[config.mk]
export PLATFORM = sky130hd
export DESIGN_NAME = ro_pair_comparator
export DESIGN_NICKNAME = d
export VERILOG_FILES = /design/src/rtl/puf_pkg.sv /design/src/rtl/ro_edge_counter.sv /design/src/rtl/ro_pair_comparator.sv
export SDC_FILE = /design/constraint.sdc
export NUM_CORES = 1
export LEC_CHECK = 0
export ABC_AREA = 1
export CAP_MARGIN = 20
export CORE_MARGIN = 8
export CORE_UTILIZATION = 40
export DETAILED_ROUTE_END_ITERATION = 12
export HOLD_SLACK_MARGIN = 0.08
export PLACE_DENSITY = 0.75
export SKIP_LAST_GASP = 1
export SYNTH_ARGS = -nofsm -noshare
export SYNTH_HDL_FRONTEND = slang
export SYNTH_SLANG_ARGS = --single-unit
[constraint.sdc]
create_clock -name clk -period 1.7 [get_ports clk]
set_input_delay 0.255 -clock clk [delete_from_list [all_inputs] [get_ports clk]]
set_output_delay 0.255 -clock clk [all_outputs]
set_load 0.005 [all_outputs]
[src/rtl/puf_pkg.sv]
// Shared types and constants for the ring-oscillator PUF measurement path.
package puf_pkg;

    // Measurement sequencer states; encoding is fixed so it can be probed directly.
    typedef enum logic [1:0] {
        ST_IDLE   = 2'd0,
        ST_SETTLE = 2'd1,
        ST_COUNT  = 2'd2,
        ST_DONE   = 2'd3
    } state_t;

    // Flops used to bring each raw oscillator output into the clk domain.
    localparam int SYNC_STAGES = 2;

    // Ceiling log2 for sizing counters from elaboration-time parameters.
    function automatic int clog2(input int value);
        int result;
        int remain;
        result = 0;
        remain = value - 1;
        while (remain > 0) begin
            result = result + 1;
            remain = remain >> 1;
        end
        return result;
    endfunction

endpackage

[src/rtl/ro_edge_counter.sv]
// One measurement channel: synchronizer, rising-edge detector and saturating edge counter.
module ro_edge_counter
    import puf_pkg::*;
#(
    parameter int CNT_W  = 16,
    parameter int STAGES = SYNC_STAGES
) (
    input  logic             clk,
    input  logic             rst,
    input  logic             clr,
    input  logic             en,
    input  logic             ro_raw,
    output logic [CNT_W-1:0] cnt
);

    logic [STAGES-1:0] sync_q, sync_d;
    logic              prev_q, prev_d;
    logic [CNT_W-1:0]  cnt_q, cnt_d;
    logic              rise;

    // A rising edge is a 0 -> 1 step between the last sync stage and the edge-detect flop.
    assign rise = sync_q[STAGES-1] & ~prev_q;

    // Next state: shift the synchronizer, track the previous level, count edges without wrapping.
    always_comb begin
        // NOTE: every signal written here gets a value before any branch, so no latch is inferred.
        sync_d = {sync_q[STAGES-2:0], ro_raw};
        prev_d = sync_q[STAGES-1];
        cnt_d  = cnt_q;
        if (clr) begin
            cnt_d = '0;
        end else if (en && rise && (cnt_q != {CNT_W{1'b1}})) begin
            cnt_d = cnt_q + CNT_W'(1);
        end
    end

    // Channel registers.
    always_ff @(posedge clk) begin
        if (rst) begin
            // NOTE: the synchronizer flops are reset too, so a fresh measurement never sees a stale level as an edge.
            sync_q <= '0;
            prev_q <= 1'b0;
            cnt_q  <= '0;
        end else begin
            // NOTE: non-blocking assignments make every flop sample its pre-edge input, as real hardware does.
            sync_q <= sync_d;
            prev_q <= prev_d;
            cnt_q  <= cnt_d;
        end
    end

    assign cnt = cnt_q;

endmodule

[src/rtl/ro_pair_comparator.sv]
// RO-PUF measurement end: enables a challenged oscillator pair, counts both over a fixed window,
// and reports which one ran faster together with both counts.
module ro_pair_comparator
    import puf_pkg::*;
#(
    parameter int N_RO   = 8,
    parameter int SEL_W  = 3,
    parameter int CNT_W  = 16,
    parameter int WINDOW = 1024,
    parameter int SETTLE = 8
) (
    input  logic             clk,
    input  logic             rst,
    input  logic [N_RO-1:0]  ro_in,
    output logic [N_RO-1:0]  ro_en,
    input  logic             start,
    input  logic [SEL_W-1:0] chal_a,
    input  logic [SEL_W-1:0] chal_b,
    output logic             busy,
    output logic             done,
    output logic             resp,
    output logic             tie,
    output logic             err,
    output logic [CNT_W-1:0] cnt_a,
    output logic [CNT_W-1:0] cnt_b
);

    // One down-counter times both phases, so it is sized for the longer of the two.
    localparam int SPAN  = (WINDOW > SETTLE) ? WINDOW : SETTLE;
    localparam int TMR_W = clog2(SPAN) + 1;
    localparam logic [TMR_W-1:0] SETTLE_LOAD = TMR_W'(SETTLE - 1);
    localparam logic [TMR_W-1:0] WINDOW_LOAD = TMR_W'(WINDOW - 1);

    state_t           state_q, state_d;
    logic [TMR_W-1:0] tmr_q, tmr_d;
    logic [SEL_W-1:0] idx_a_q, idx_a_d;
    logic [SEL_W-1:0] idx_b_q, idx_b_d;
    logic [N_RO-1:0]  ro_en_q, ro_en_d;
    logic             err_q, err_d;
    logic             show_q, show_d;
    logic             chal_ok;
    logic             clr;
    logic             count_en;
    logic             raw_a, raw_b;
    logic [CNT_W-1:0] edge_cnt_a, edge_cnt_b;

    // A challenge is usable only if it names two different oscillators that exist.
    assign chal_ok = (chal_a != chal_b) && (int'(chal_a) < N_RO) && (int'(chal_b) < N_RO);

    // Route the two latched oscillators to the counting channels.
    always_comb begin
        raw_a = 1'b0;
        raw_b = 1'b0;
        for (int i = 0; i < N_RO; i++) begin
            if (int'(idx_a_q) == i) raw_a = ro_in[i];
            if (int'(idx_b_q) == i) raw_b = ro_in[i];
        end
    end

    assign count_en = (state_q == ST_COUNT);

    ro_edge_counter #(.CNT_W(CNT_W), .STAGES(SYNC_STAGES)) u_cnt_a (
        .clk    (clk),
        .rst    (rst),
        .clr    (clr),
        .en     (count_en),
        .ro_raw (raw_a),
        .cnt    (edge_cnt_a)
    );

    ro_edge_counter #(.CNT_W(CNT_W), .STAGES(SYNC_STAGES)) u_cnt_b (
        .clk    (clk),
        .rst    (rst),
        .clr    (clr),
        .en     (count_en),
        .ro_raw (raw_b),
        .cnt    (edge_cnt_b)
    );

    // Sequencer: accept and validate a challenge, time settle and window, then show results.
    always_comb begin
        state_d = state_q;
        tmr_d   = tmr_q;
        idx_a_d = idx_a_q;
        idx_b_d = idx_b_q;
        err_d   = err_q;
        show_d  = show_q;
        clr     = 1'b0;
        ro_en_d = '0;

        unique case (state_q)
            ST_IDLE: begin
                if (start) begin
                    clr    = 1'b1;
                    show_d = 1'b0;
                    if (chal_ok) begin
                        idx_a_d = chal_a;
                        idx_b_d = chal_b;
                        err_d   = 1'b0;
                        tmr_d   = SETTLE_LOAD;
                        state_d = ST_SETTLE;
                    end else begin
                        err_d   = 1'b1;
                        state_d = ST_DONE;
                    end
                end
            end
            ST_SETTLE: begin
                if (tmr_q == '0) begin
                    tmr_d   = WINDOW_LOAD;
                    state_d = ST_COUNT;
                end else begin
                    tmr_d = tmr_q - TMR_W'(1);
                end
            end
            ST_COUNT: begin
                if (tmr_q == '0) begin
                    state_d = ST_DONE;
                end else begin
                    tmr_d = tmr_q - TMR_W'(1);
                end
            end
            ST_DONE: begin
                state_d = ST_IDLE;
            end
            default: begin
                state_d = ST_IDLE;
            end
        endcase

        // Results become visible on entry to DONE and stay until the next accept clears them.
        if (state_d == ST_DONE) show_d = 1'b1;

        // The pair is powered only while settling and counting.
        if ((state_d == ST_SETTLE) || (state_d == ST_COUNT)) begin
            for (int i = 0; i < N_RO; i++) begin
                ro_en_d[i] = (int'(idx_a_d) == i) || (int'(idx_b_d) == i);
            end
        end
    end

    // Sequencer registers.
    always_ff @(posedge clk) begin
        if (rst) begin
            state_q <= ST_IDLE;
            tmr_q   <= '0;
            idx_a_q <= '0;
            idx_b_q <= '0;
            ro_en_q <= '0;
            err_q   <= 1'b0;
            show_q  <= 1'b0;
        end else begin
            state_q <= state_d;
            tmr_q   <= tmr_d;
            idx_a_q <= idx_a_d;
            idx_b_q <= idx_b_d;
            ro_en_q <= ro_en_d;
            err_q   <= err_d;
            show_q  <= show_d;
        end
    end

    // Counters are frozen once the window closes, so the comparison is taken straight from them.
    assign ro_en = ro_en_q;
    assign busy  = (state_q != ST_IDLE);
    assign done  = (state_q == ST_DONE);
    assign err   = err_q;
    assign cnt_a = show_q ? edge_cnt_a : '0;
    assign cnt_b = show_q ? edge_cnt_b : '0;
    assign resp  = show_q & ~err_q & (edge_cnt_a > edge_cnt_b);
    assign tie   = show_q & ~err_q & (edge_cnt_a == edge_cnt_b);

endmodule

==> results.md <==
- Status: finished, violations left
- Failing checks: setup timing
- WP data arrival: 1800 ps
- Share of cells above drive strength 1: 36.08%
- Fill cells: 957
- Worst-path clk slew: 60 ps
- Initial antenna violation count: 0
- Final WL: 15030 um
- Max-Cap Viols: 0
- Antenna Cells: 0
- Skew-Pair Late Insertion Delay: 340 ps
- GRT overflow: 0
- Via Count: 5292
- Number of core rows: 39
- Critical Path Slowest Stage Cell: dfxtp_2
- # DRC: 0
- Skew final: 5.212 ps
- Crit-path max FO: 3
- Post-Synthesis Cell Area: 4519 um2
- Area grow syn2layout: 57.64%
- Total CTS buffers: 9
- Crit. Startpoint: u_cnt_b.cnt[11]
- Syn_area_per_cell: 6.429 um2
- LEAKAGE: 3.317 nW
- Vias in the first global route: 5082
- Post-Layout Cell Count: 1041
- I/O Buffers: 61
- Gr usage total: 18.67%
- ANT nets after route: 0
- Max-slew violation count: 0
- RD Place Congestion: 0.9177
- Placed Cells: 1004
- Synth Register Bits: 67
- Global-route wire length before repair: 22830 um
- Share of flip-flops with an asynchronous set or reset: 0%
- Crit path cell chain: inv_2 -> ha_4 -> nand4_1 -> nor2_2 -> nand3_2 -> nor3_4 -> buf_2
- Reg2Reg Depth: 10
- RR Startpoint: tmr_q[5]
- Core ar.: 11220 um2
- Post-route core utilization: 63.48%
- Synth warn: 0
- Hold WC Path Type: reg2reg
- Worst setup margin: -356.4 ps
- 1st-iter DRT viols: 285
- Via density: 5.084
- Vert. Die Dim: 122.3 um
- Number of flops mapped to enable cells by yosys: 0
- Top cells by area, synth: dfxtp_1, nand2_1, inv_1
- Worst slack, placed: -437.0 ps
- Crit path to: tie
- Post-synth top area share: 29.68%
- Slowest stage delay, CP: 330 ps
- Gate Count Post-Synth: 703
- Clock net sink count: 67
- CTS tree: built
- Type of origin of the critical path: register
- Syn Nets: 746
- Root Driver: clkbuf_16
- Leading cell type by number of instances after synthesis: nand2_1
- Critical path class: reg2out
- Die X: 122.3 um
- Req. time, crit path: 1440 ps
- Min Hold Slack: 414.6 ps
- Dpl hpwl: 9689 um
- H-tree lvl count: 3
- Maximum clock insertion buffer count: 2
- Routed wire per std cell: 14.44 um
- Largest net degree at the start of global routing: 16
- Worst slew margin: 74.74%
- Slew @ Worst Pin: 378.5 ps
- Post-route minimum period: 2056 ps
- Num ports: 62
- Final period utilization: 121.0%
- Main synth FF type: dfxtp_1
- Reg-to-reg slack, setup: -20 ps
- Hold_sp: u_cnt_b.sync_q[0]
- RSZ-0062 raised after global routing: yes
- CP Capture Type: primary output
- Max Freq: 486.3 MHz
- Die area: 14960 um2
- Library cells used by synthesis: 33
- Synth cell count leaders: nand2_1, inv_1, nor2_1
- Initial Util: 40.27%
- Final hold violation count: 0
- Nets@finish: 936
- Sequential-to-total area share from yosys stat: 29.68%
- Peak VDD IR: 654.1 uV
- Setup-failing EPs final: 6
- FF-to-FF End: ro_en[7]
- Yosys top cell by area: dfxtp_1
- Initial DRT Pass Iterations: 5
- Power Density: 858.6 nW/um2
[stage by stage]
| step | cell area, um2 | setup TNS, ps | power [mW] |
|---|---|---|---|
| floorplan | 4526 | 0 | 2.837 |
| global placement | 6098 | -5494 | 3.567 |
| detailed placement | 6098 | -5930 | 3.591 |
| CTS | 6797 | -1128 | 5.843 |
| global route | 7124 | -2186 | 6.434 |
| finish | 7124 | -746.5 | 6.117 |
[area by class of cell]
cell class / count / area, um2 / area share [%]
inverters: 109 / 419.2 / 5.883
multi-input cells: 511 / 3151 / 44.22
flip-flops and latches: 67 / 1375 / 19.30
clock buffers: 9 / 225.2 / 3.161
well taps: 143 / 178.9 / 2.511
repair buffers: 195 / 1698 / 23.83
clock inverters: 7 / 77.57 / 1.089
[state kept, by name, summed over array words and instances (netlist names)]
signal / count
u_cnt_b.cnt: 16
err: 1
u_cnt_b.prev_q: 1
u_cnt_b.sync_q: 2
u_cnt_a.sync_q: 2
ro_en: 8
idx_a_q: 3
state_q: 2
show_q: 1
u_cnt_a.prev_q: 1
u_cnt_a.cnt: 16
tmr_q: 11
idx_b_q: 3
[how the worst min path moves through the flow]
stage                         to  slack (ps)  cells after the start
2_1_floorplan  u_cnt_a.sync_q[1]         390                      2
3_3_place_gp   u_cnt_a.sync_q[1]         390                      2
3_5_place_dp   u_cnt_b.sync_q[1]         400                      2
4_1_cts        u_cnt_b.sync_q[1]         410                      2
5_1_grt        u_cnt_a.sync_q[1]         430                      2
6_report       u_cnt_b.sync_q[1]         410                      2
[critical path, delay by kind of cell, from the launching register on]
| kind | cells | cell delay [ps] |
|---|---|---|
| DFF | 1 | 330 |
| and+or+nand+nor | 4 | 660 |
| buffers and inverters | 2 | 200 |
| adders and majority gates | 1 | 270 |
[cell usage in the layout (no fill, tap or decap), drive strengths merged, types with 3 or more instances in the layout]
master,n
nand3b,5
nor3,19
buf,134
xnor2,3
dlymetal6s2s,5
nor2,79
dlygate4sd2,21
nand4,5
o21ai,34
nand2,190
clkinv,4
a211oi,3
clkdlybuf4s50,22
ha,26
nand3,64
xor2,15
dfxtp,67
a21oi,60
inv,110
clkbuf,19
[per-layer routing]
metal / GRT usage (%) / up-vias / part of all wire (%)
li1: - / 2622 / -
met1: 22.20 / 2412 / 40
met2: 32.08 / 208 / 50
met3: 3.404 / 50 / 6.6
met4: 8.682 / 0 / 3.6
met5: 0 / - / 0
[kinds of logic after synthesis]
family | count (synthesis) | share of synthesized area [%]
xor gates and xnor gates | 18 | 3.489
DFF | 67 | 29.68
AOI/OAI and AO/OA | 101 | 12.60
buffers and inverters | 125 | 11.32
adders and majority gates | 26 | 7.198
and+or+nand+nor | 366 | 35.71
[power by group]
part	internal, mW	switching, mW
clock network	1.14	0.761
registers	1.70	0.0935
logic	1.15	1.27
total	3.99	2.13
[timing repair]
item | CTS | global route
gates cloned | 3 | 0
resized for setup | 106 | 114
setup endpoints to repair | 69 | 80
buffers inserted | 11 | 9
pin swaps | 16 | 31
hold buffers | 0 | 0
(Power assumes the default switching activity.)
